## src/rtl/armleocpu_mul_unit_pkg.sv

```systemverilog
// Shared definitions for the RV32M multiply front end:
// funct3 codes, FSM states and a magnitude helper.
package armleocpu_mul_unit_pkg;

  localparam logic [2:0] F3_MUL    = 3'b000;
  localparam logic [2:0] F3_MULH   = 3'b001;
  localparam logic [2:0] F3_MULHSU = 3'b010;
  localparam logic [2:0] F3_MULHU  = 3'b011;

  typedef enum logic [2:0] {
    S_IDLE,
    S_ISSUE,
    S_WAIT,
    S_DONE,
    S_FLUSH
  } mul_state_t;

  function automatic logic [31:0] mag32(
    input logic [31:0] v,
    input logic        s
  );
    return s ? (~v + 32'd1) : v;
  endfunction

endpackage

```

## src/rtl/armleocpu_mul_unit.sv

```systemverilog
// RV32M multiply front end: sign handling around an external
// unsigned 32x32->64 pipelined multiplier.
module armleocpu_mul_unit
  import armleocpu_mul_unit_pkg::*;
(
  input  logic        clk,
  input  logic        rst_n,
  input  logic        c_valid,
  input  logic        c_kill,
  input  logic [2:0]  c_funct3,
  input  logic [31:0] c_rs1,
  input  logic [31:0] c_rs2,
  output logic        c_ready,
  output logic        c_error,
  output logic [31:0] c_result,
  output logic        m_valid,
  output logic [31:0] m_factor0,
  output logic [31:0] m_factor1,
  input  logic        m_ready,
  input  logic [63:0] m_result
);

  mul_state_t state;
  logic       is_mul_q;
  logic       neg_q;
  logic       sa;
  logic       sb;
  logic       is_mul;
  logic [63:0] prod;

  always_comb begin
    sa     = 1'b0;
    sb     = 1'b0;
    is_mul = 1'b0;
    unique case (1'b1)
      c_funct3 == F3_MUL:    is_mul = 1'b1;
      c_funct3 == F3_MULH: begin
        sa = c_rs1[31];
        sb = c_rs2[31];
      end
      c_funct3 == F3_MULHSU: sa = c_rs1[31];
      default: ;
    endcase
  end

  // 64-bit wrap on negate; the magnitudes of INT_MIN stay exact.
  assign prod = neg_q ? (~m_result + 64'd1) : m_result;

  always_ff @(posedge clk or negedge rst_n) begin
    if (!rst_n) begin
      state     <= S_IDLE;
      is_mul_q  <= 1'b0;
      neg_q     <= 1'b0;
      c_ready   <= 1'b0;
      c_error   <= 1'b0;
      c_result  <= 32'd0;
      m_valid   <= 1'b0;
      m_factor0 <= 32'd0;
      m_factor1 <= 32'd0;
    end else begin
      c_ready <= 1'b0;
      m_valid <= 1'b0;
      unique case (state)
        S_IDLE: begin
          if (c_valid && !c_kill) begin
            if (c_funct3[2]) begin
              c_ready  <= 1'b1;
              c_error  <= 1'b1;
              c_result <= 32'd0;
              state    <= S_DONE;
            end else begin
              is_mul_q  <= is_mul;
              neg_q     <= sa ^ sb;
              m_factor0 <= mag32(c_rs1, sa);
              m_factor1 <= mag32(c_rs2, sb);
              m_valid   <= 1'b1;
              state     <= S_ISSUE;
            end
          end
        end
        S_ISSUE: state <= c_kill ? S_FLUSH : S_WAIT;
        S_WAIT: begin
          if (c_kill) begin
            state <= m_ready ? S_IDLE : S_FLUSH;
          end else if (m_ready) begin
            c_ready  <= 1'b1;
            c_error  <= 1'b0;
            c_result <= is_mul_q ? prod[31:0] : prod[63:32];
            state    <= S_DONE;
          end
        end
        S_DONE: state <= S_IDLE;
        S_FLUSH: begin
          if (m_ready) state <= S_IDLE;
        end
        default: state <= S_IDLE;
      endcase
    end
  end

endmodule
```

## config.mk

```make
export PLATFORM = sky130hd
export DESIGN_NAME = armleocpu_mul_unit
export DESIGN_NICKNAME = d
export VERILOG_FILES = /design/src/rtl/armleocpu_mul_unit_pkg.sv /design/src/rtl/armleocpu_mul_unit.sv
export SDC_FILE = /design/constraint.sdc
export NUM_CORES = 1
export LEC_CHECK = 0
export CAP_MARGIN = 20
export CORE_AREA = 2 2 130 132
export CTS_CLUSTER_DIAMETER = 200
export CTS_CLUSTER_SIZE = 16
export DETAILED_ROUTE_END_ITERATION = 16
export DIE_AREA = 0 0 132 134
export PLACE_DENSITY = 0.82
export SLEW_MARGIN = 30
export SYNTH_ARGS = -nofsm -noshare
export SYNTH_HDL_FRONTEND = slang
export SYNTH_SLANG_ARGS = --single-unit
```

## constraint.sdc

```tcl
create_clock -name clk -period 3.8 [get_ports clk]
set_input_delay 0.76 -clock clk [delete_from_list [all_inputs] [get_ports clk]]
set_output_delay 0.76 -clock clk [all_outputs]
set_load 0.01 [all_outputs]
```

==> flow_summary.json, run 1 <==
{
  "tightest_slew_ps": 879,
  "worstPathRequired_ps": 4010,
  "period_share": 0.862,
  "p_int_mw": 3.35,
  "vias": 7951,
  "dr.pass1.iters": 5,
  "slew_headroom": 0.410,
  "post-route-cell-area_um2": 10300,
  "n_antenna_cell": 0,
  "ys_top_cells_by_area": "dfrtp_1 (36%), o21ai_0 (6.6%), nand2_1 (6.5%)",
  "drt_iter0_markers": 503,
  "synthFlopType": "dfrtp_1",
  "cts_resized": 0,
  "skew_ps": 6.90,
  "grt_max_degree": 66,
  "status": "completed",
  "antenna_left": 0,
  "worstPathArrival_ps": 3480,
  "worst_r2r_endpoint": "c_result[28]",
  "path_clk_slew_ps": 70,
  "std_cell_rows": 47,
  "switchingPower_mw": 1.87,
  "synth-seq-cells": 104,
  "hold_viol_final": 0,
  "power_mw": 5.22,
  "reg2reg_depth": 8,
  "syn_inst": 885,
  "synth_cell_types": 63,
  "setup_tns_ps": 0,
  "fin_crit_ps": 3280,
  "netlist.area_leader.share": 0.360,
  "dieHeight_um": 134,
  "grt_pass1_vias": 7685,
  "synth_async_sr_flop_share": 1.00,
  "post_dp_cell_area_um2": 10000,
  "min_path_type": "in -> async",
  "cts-root-buf": "clkbuf_16",
  "dp_slack_ps": 192,
  "gr-total-overflow": 0,
  "powerDensity_nw_per_um2": 506,
  "port_buffers": 234,
  "setup_slack_ps": 523,
  "die_x_um": 132,
  "final_nets": 1266,
  "reg2reg_slack_ps": 1510,
  "critPathLaunchType": "input port",
  "io_pins": 235,
  "dieArea_um2": 17700,
  "r2r_start": "state[0]",
  "cts_buffer_depth": 2,
  "critPathLaunch": "m_result[18]",
  "postCtsSetupBuffers": 0,
  "utilization": 0.634,
  "grt_pass1_wl_mm": 42.6,
  "rsz0062_at_grt": "false",
  "setup_viol": 0,
  "avgRoutedWirePerCell_um": 20.3,
  "synth.avg_cell_area_um2": 8.17,
  "max_freq_mhz": 305,
  "h-tree-depth": 3,
  "cts_tree": "yes",
  "drc": 0,
  "track_usage": 0.309,
  "clk_latency_ps": 350,
  "seqPwrFrac": 0.352,
  "peakVddDrop_v": 0.000326,
  "power_frac_comb": 0.458,
  "yosysSeqAreaShare": 0.360,
  "netSwitchingFraction": 0.358,
  "syn-cell-area_um2": 7230,
  "start_util": 0.444,
  "drive_gt1_frac": 0.0698,
  "p_leak_nw": 4.01,
  "hpwl_mm": 20.7,
  "cts.sinks": 104,
  "core_um2": 16300,
  "numCtsBuffers": 9,
  "gp_congestion": 1.00,
  "drv_slew": 0,
  "vias_per_cell": 5.89,
  "grt_antenna_before_repair": 0,
  "worstSetupEndpointType": "register",
  "drv_cap": 0,
  "cp_max_fo": 5,
  "area_growth_pct": 42.7,
  "synth_edf_count": 0,
  "yosysWarningCount": 0,
  "synth_top_area_cell": "dfrtp_1",
  "holdBufCountCts": 0,
  "clockPowerShare": 0.190,
  "synthesis.nets": 1024,
  "critical_path_class": "in -> reg",
  "wl_mm": 27.4
}
-- worst max path at each step --
stage                         endpoint  depth (start not counted)  slack (ps)
final                      c_result[9]                          8         520
after global routing      c_result[30]                          9         400
after CTS                 c_result[29]                          7         550
after detailed placement  c_result[29]                          7         190
after global placement    c_result[29]                          7         210
after floorplan           c_result[29]                          7         720
-- flip-flops by register name, indices dropped and copies added (netlist names) --
register	count
c_error	1
c_ready	1
c_result	32
is_mul_q	1
m_factor0	32
m_factor1	32
m_valid	1
neg_q	1
state	3
-- metal layers --
| metal | track usage | up-vias | share of wire |
|---|---|---|---|
| li1 | - | 3728 | - |
| met5 | 0 | - | 0 |
| met3 | 0.0956 | 69 | 0.10 |
| met4 | 0.155 | 0 | 0.045 |
| met1 | 0.372 | 3724 | 0.39 |
| met2 | 0.501 | 430 | 0.46 |
-- layout make-up --
class / count / area, um2
Inverter: 16 / 60.1
Sequential cell: 104 / 2600
Tap cell: 220 / 275
Fill cell: 1377 / 5960
Timing Repair Buffer: 280 / 2700
Clock inverter: 5 / 63.8
Clock buffer: 10 / 239
Multi-Input combinational cell: 716 / 4390
-- kinds of logic (layout without fill, tap and decap cells) --
family                     after synthesis  in the layout  share of synthesized area
and+or+nand+nor                        369            369                      0.259
AOI/OAI and AO/OA                      227            227                      0.198
DFF                                    104            104                      0.360
xor gates and xnor gates               100            100                      0.121
buffers and inverters                   65            311                     0.0341
muxes                                   17             17                     0.0239
adders and majority gates                3              3                    0.00519
-- per-stage QoR --
stage,cells,hold WS (ps)
2_1_floorplan,885,464
3_3_place_gp,1336,460
3_5_place_dp,1336,469
4_1_cts,1351,485
5_1_grt,1351,502
6_report,1351,469
-- synthesized netlist by cell type (all sizes together), types with 22 or more instances --
master,count
dfrtp,104
clkbuf,43
a21oi,31
xnor2,47
nor2,61
nor3,36
xor2,53
nor4,22
nand2,125
o31ai,23
nand3,23
o21ai,96
-- layout by cell type (no fill, tap or decap), drive strengths merged, types with 4 or more instances in the layout --
| cell | netlist | layout |
|---|---|---|
| nor2 | 61 | 61 |
| buf | 6 | 47 |
| o41ai | 11 | 11 |
| o311ai | 4 | 4 |
| nand2 | 125 | 125 |
| o21ai | 96 | 96 |
| or4 | 20 | 20 |
| clkdlybuf4s50 | 0 | 233 |
| nand4 | 12 | 12 |
| a22oi | 6 | 6 |
| a31oi | 17 | 17 |
| a21oi | 31 | 31 |
| a41oi | 4 | 4 |
| nor3b | 5 | 5 |
| or3 | 20 | 20 |
| and3 | 9 | 9 |
| mux2i | 15 | 15 |
| xor2 | 53 | 53 |
| nor4 | 22 | 22 |
| o31ai | 23 | 23 |
| o221ai | 9 | 9 |
| nand3 | 23 | 23 |
| dfrtp | 104 | 104 |
| or2 | 8 | 8 |
| nand3b | 4 | 4 |
| nor3 | 36 | 36 |
| and2 | 6 | 6 |
| xnor2 | 47 | 47 |
| inv | 15 | 17 |
| clkbuf | 43 | 10 |
| nand2b | 6 | 6 |
-- critical path: stages --
cell and delay (ps):
clkdlybuf4s50_1 460, or4_1 640, nor4_4 480, nand2_1 220, o41ai_1 410, buf_4 180
xor2_1 190, o221ai_1 130
-- power groups by stage --
| stage | registers [mW] | clock network [mW] | logic, mW |
|---|---|---|---|
| 4_1_cts | 1.84 | 1.01 | 2.40 |
| 6_report | 1.84 | 0.991 | 2.39 |
| 2_1_floorplan | 2.00 | 0 | 0.812 |
| 3_3_place_gp | 1.84 | 0 | 2.36 |
| 5_1_grt | 1.89 | 1.05 | 2.59 |
| 3_5_place_dp | 1.85 | 0 | 2.39 |
Note: power is estimated with default switching activity, not from simulation.
==> inputs of run 2 (changes only) <==
SETUP_SLACK_MARGIN = 0.5   (was unset)
==> flow_summary.json, run 2 (synthesized netlist as in run 1, its figures left out) <==
{
  "status": "completed",
  "nFillCells": 1378,
  "whs_ps": 467,
  "cp_top_family": "simple AND/OR/NAND/NOR gates",
  "worstSetupEndpointType": "register",
  "cp_max_fo": 4,
  "core_um2": 16300,
  "worstPathRequired_ps": 4020,
  "p_leak_nw": 4.05,
  "holdBufCountCts": 0,
  "gp_congestion": 1.00,
  "powerDensity_nw_per_um2": 505,
  "drt_iter0_markers": 570,
  "grt_antenna_before_repair": 0,
  "dieArea_um2": 17700,
  "critPathLaunchType": "input port",
  "final_common_cell": "clkdlybuf4s50_1",
  "grt_pass1_vias": 7685,
  "path_clk_slew_ps": 70,
  "reg_top3": "c_result x32, m_factor0 x32, m_factor1 x32",
  "gr-total-overflow": 0,
  "post-route-cell-area_um2": 10300,
  "avgRoutedWirePerCell_um": 20.3,
  "die_x_um": 132,
  "path_cells": "clkdlybuf4s50_1, inv_1, ha_1, or4b_2, nor3_1, nand4b_1, buf_4, o41ai_1, xor2_1, o21ai_0",
  "drc": 0,
  "h-tree-depth": 3,
  "dr.pass1.iters": 5,
  "dieHeight_um": 134,
  "fin_crit_ps": 3210,
  "skew_ps": 7.45,
  "numCtsBuffers": 9,
  "setup_tns_ps": 0,
  "io_pins": 235,
  "final_nets": 1268,
  "start_util": 0.444,
  "grt_max_degree": 66,
  "power_mw": 5.23,
  "max_stage_delay_ps": 650,
  "mostFrequentLayoutCells": "clkdlybuf4s50_1 (230), nand2_1 (125), dfrtp_1 (104)",
  "drive_gt1_frac": 0.0715,
  "grt_pass1_wl_mm": 42.6,
  "cts.sinks": 104,
  "track_usage": 0.309,
  "cts_buffer_depth": 2,
  "multi_input_area_um2": 4390,
  "hpwl_mm": 20.7,
  "wl_mm": 27.5,
  "slew_headroom": 0.412,
  "min_path_type": "in -> async",
  "post_dp_cell_area_um2": 10000,
  "drv_slew": 0,
  "rsz0062_at_grt": "true",
  "cts_tree": "yes",
  "worstPathArrival_ps": 3440,
  "vias": 8022,
  "cp_slowest_cell": "or4b_2",
  "area_growth_pct": 43.0,
  "n_antenna_cell": 0,
  "path_buf_inv": 3,
  "std_cell_rows": 47,
  "tightest_slew_ps": 877,
  "hold_viol_final": 0,
  "port_buffers": 234,
  "drv_cap": 0,
  "critical_path_class": "in -> reg",
  "setup_viol": 0,
  "cts-root-buf": "clkbuf_16",
  "antenna_left": 0,
  "seq_area_um2": 2600,
  "peakVddDrop_v": 0.000326,
  "utilization": 0.635,
  "period_share": 0.846,
  "max_freq_mhz": 311,
  "vias_per_cell": 5.93,
  "clk_latency_ps": 360
}
-- run 2: where the power goes --
| group | switching, mW | internal [mW] |
|---|---|---|
| Clock | 0.461 | 0.534 |
| Combinational | 1.12 | 1.27 |
| Sequential | 0.292 | 1.55 |
-- run 2: repair_timing --
| action | in CTS | in global routing |
|---|---|---|
| setup buffers | 0 | 2 |
| endpoints found under the setup margin | 0 | 3 |
| gates resized for setup | 0 | 4 |
-- run 2: worst paths after layout --
| path | startpoint | end | slack (ps) | depth (start not counted) |
|---|---|---|---|---|
| max | m_result[1] | c_result[10] | 590 | 10 |
| min | rst_n | c_result[7] | 470 | 1 |
| max reg2reg | state[0] | c_result[26] | 1510 | 6 |
| min reg2reg | m_factor0[29] | m_factor0[29] | 480 | 2 |
| max in group asynchronous | rst_n | m_factor0[15] | 2580 | 2 |
| min in group clk | m_factor0[29] | m_factor0[29] | 480 | 2 |
-- run 2: per-stage QoR --
stage | setup slack [ps] | instances
detailed placement | 192 | 1336
global route | 424 | 1353
finish | 586 | 1353
CTS | 553 | 1351
global placement | 207 | 1336
floorplan | 725 | 885
-- run 2: area by class of cell --
| cell class | instances | share of cell area |
|---|---|---|
| clock inverters | 5 | 0.00617 |
| multi-input cells | 716 | 0.424 |
| well taps | 220 | 0.0266 |
| clock buffers | 10 | 0.0231 |
| flip-flops and latches | 104 | 0.251 |
| inverters | 16 | 0.00580 |
| repair buffers | 282 | 0.263 |
-- run 2: routing by layer --
| metal | GRT usage | vias to the layer above | routed length, um |
|---|---|---|---|
| met3 | 0.0956 | 65 | 3130 |
| met5 | 0 | - | 0 |
| li1 | - | 3729 | - |
| met2 | 0.501 | 463 | 12700 |
| met4 | 0.155 | 0 | 1210 |
| met1 | 0.372 | 3765 | 10400 |
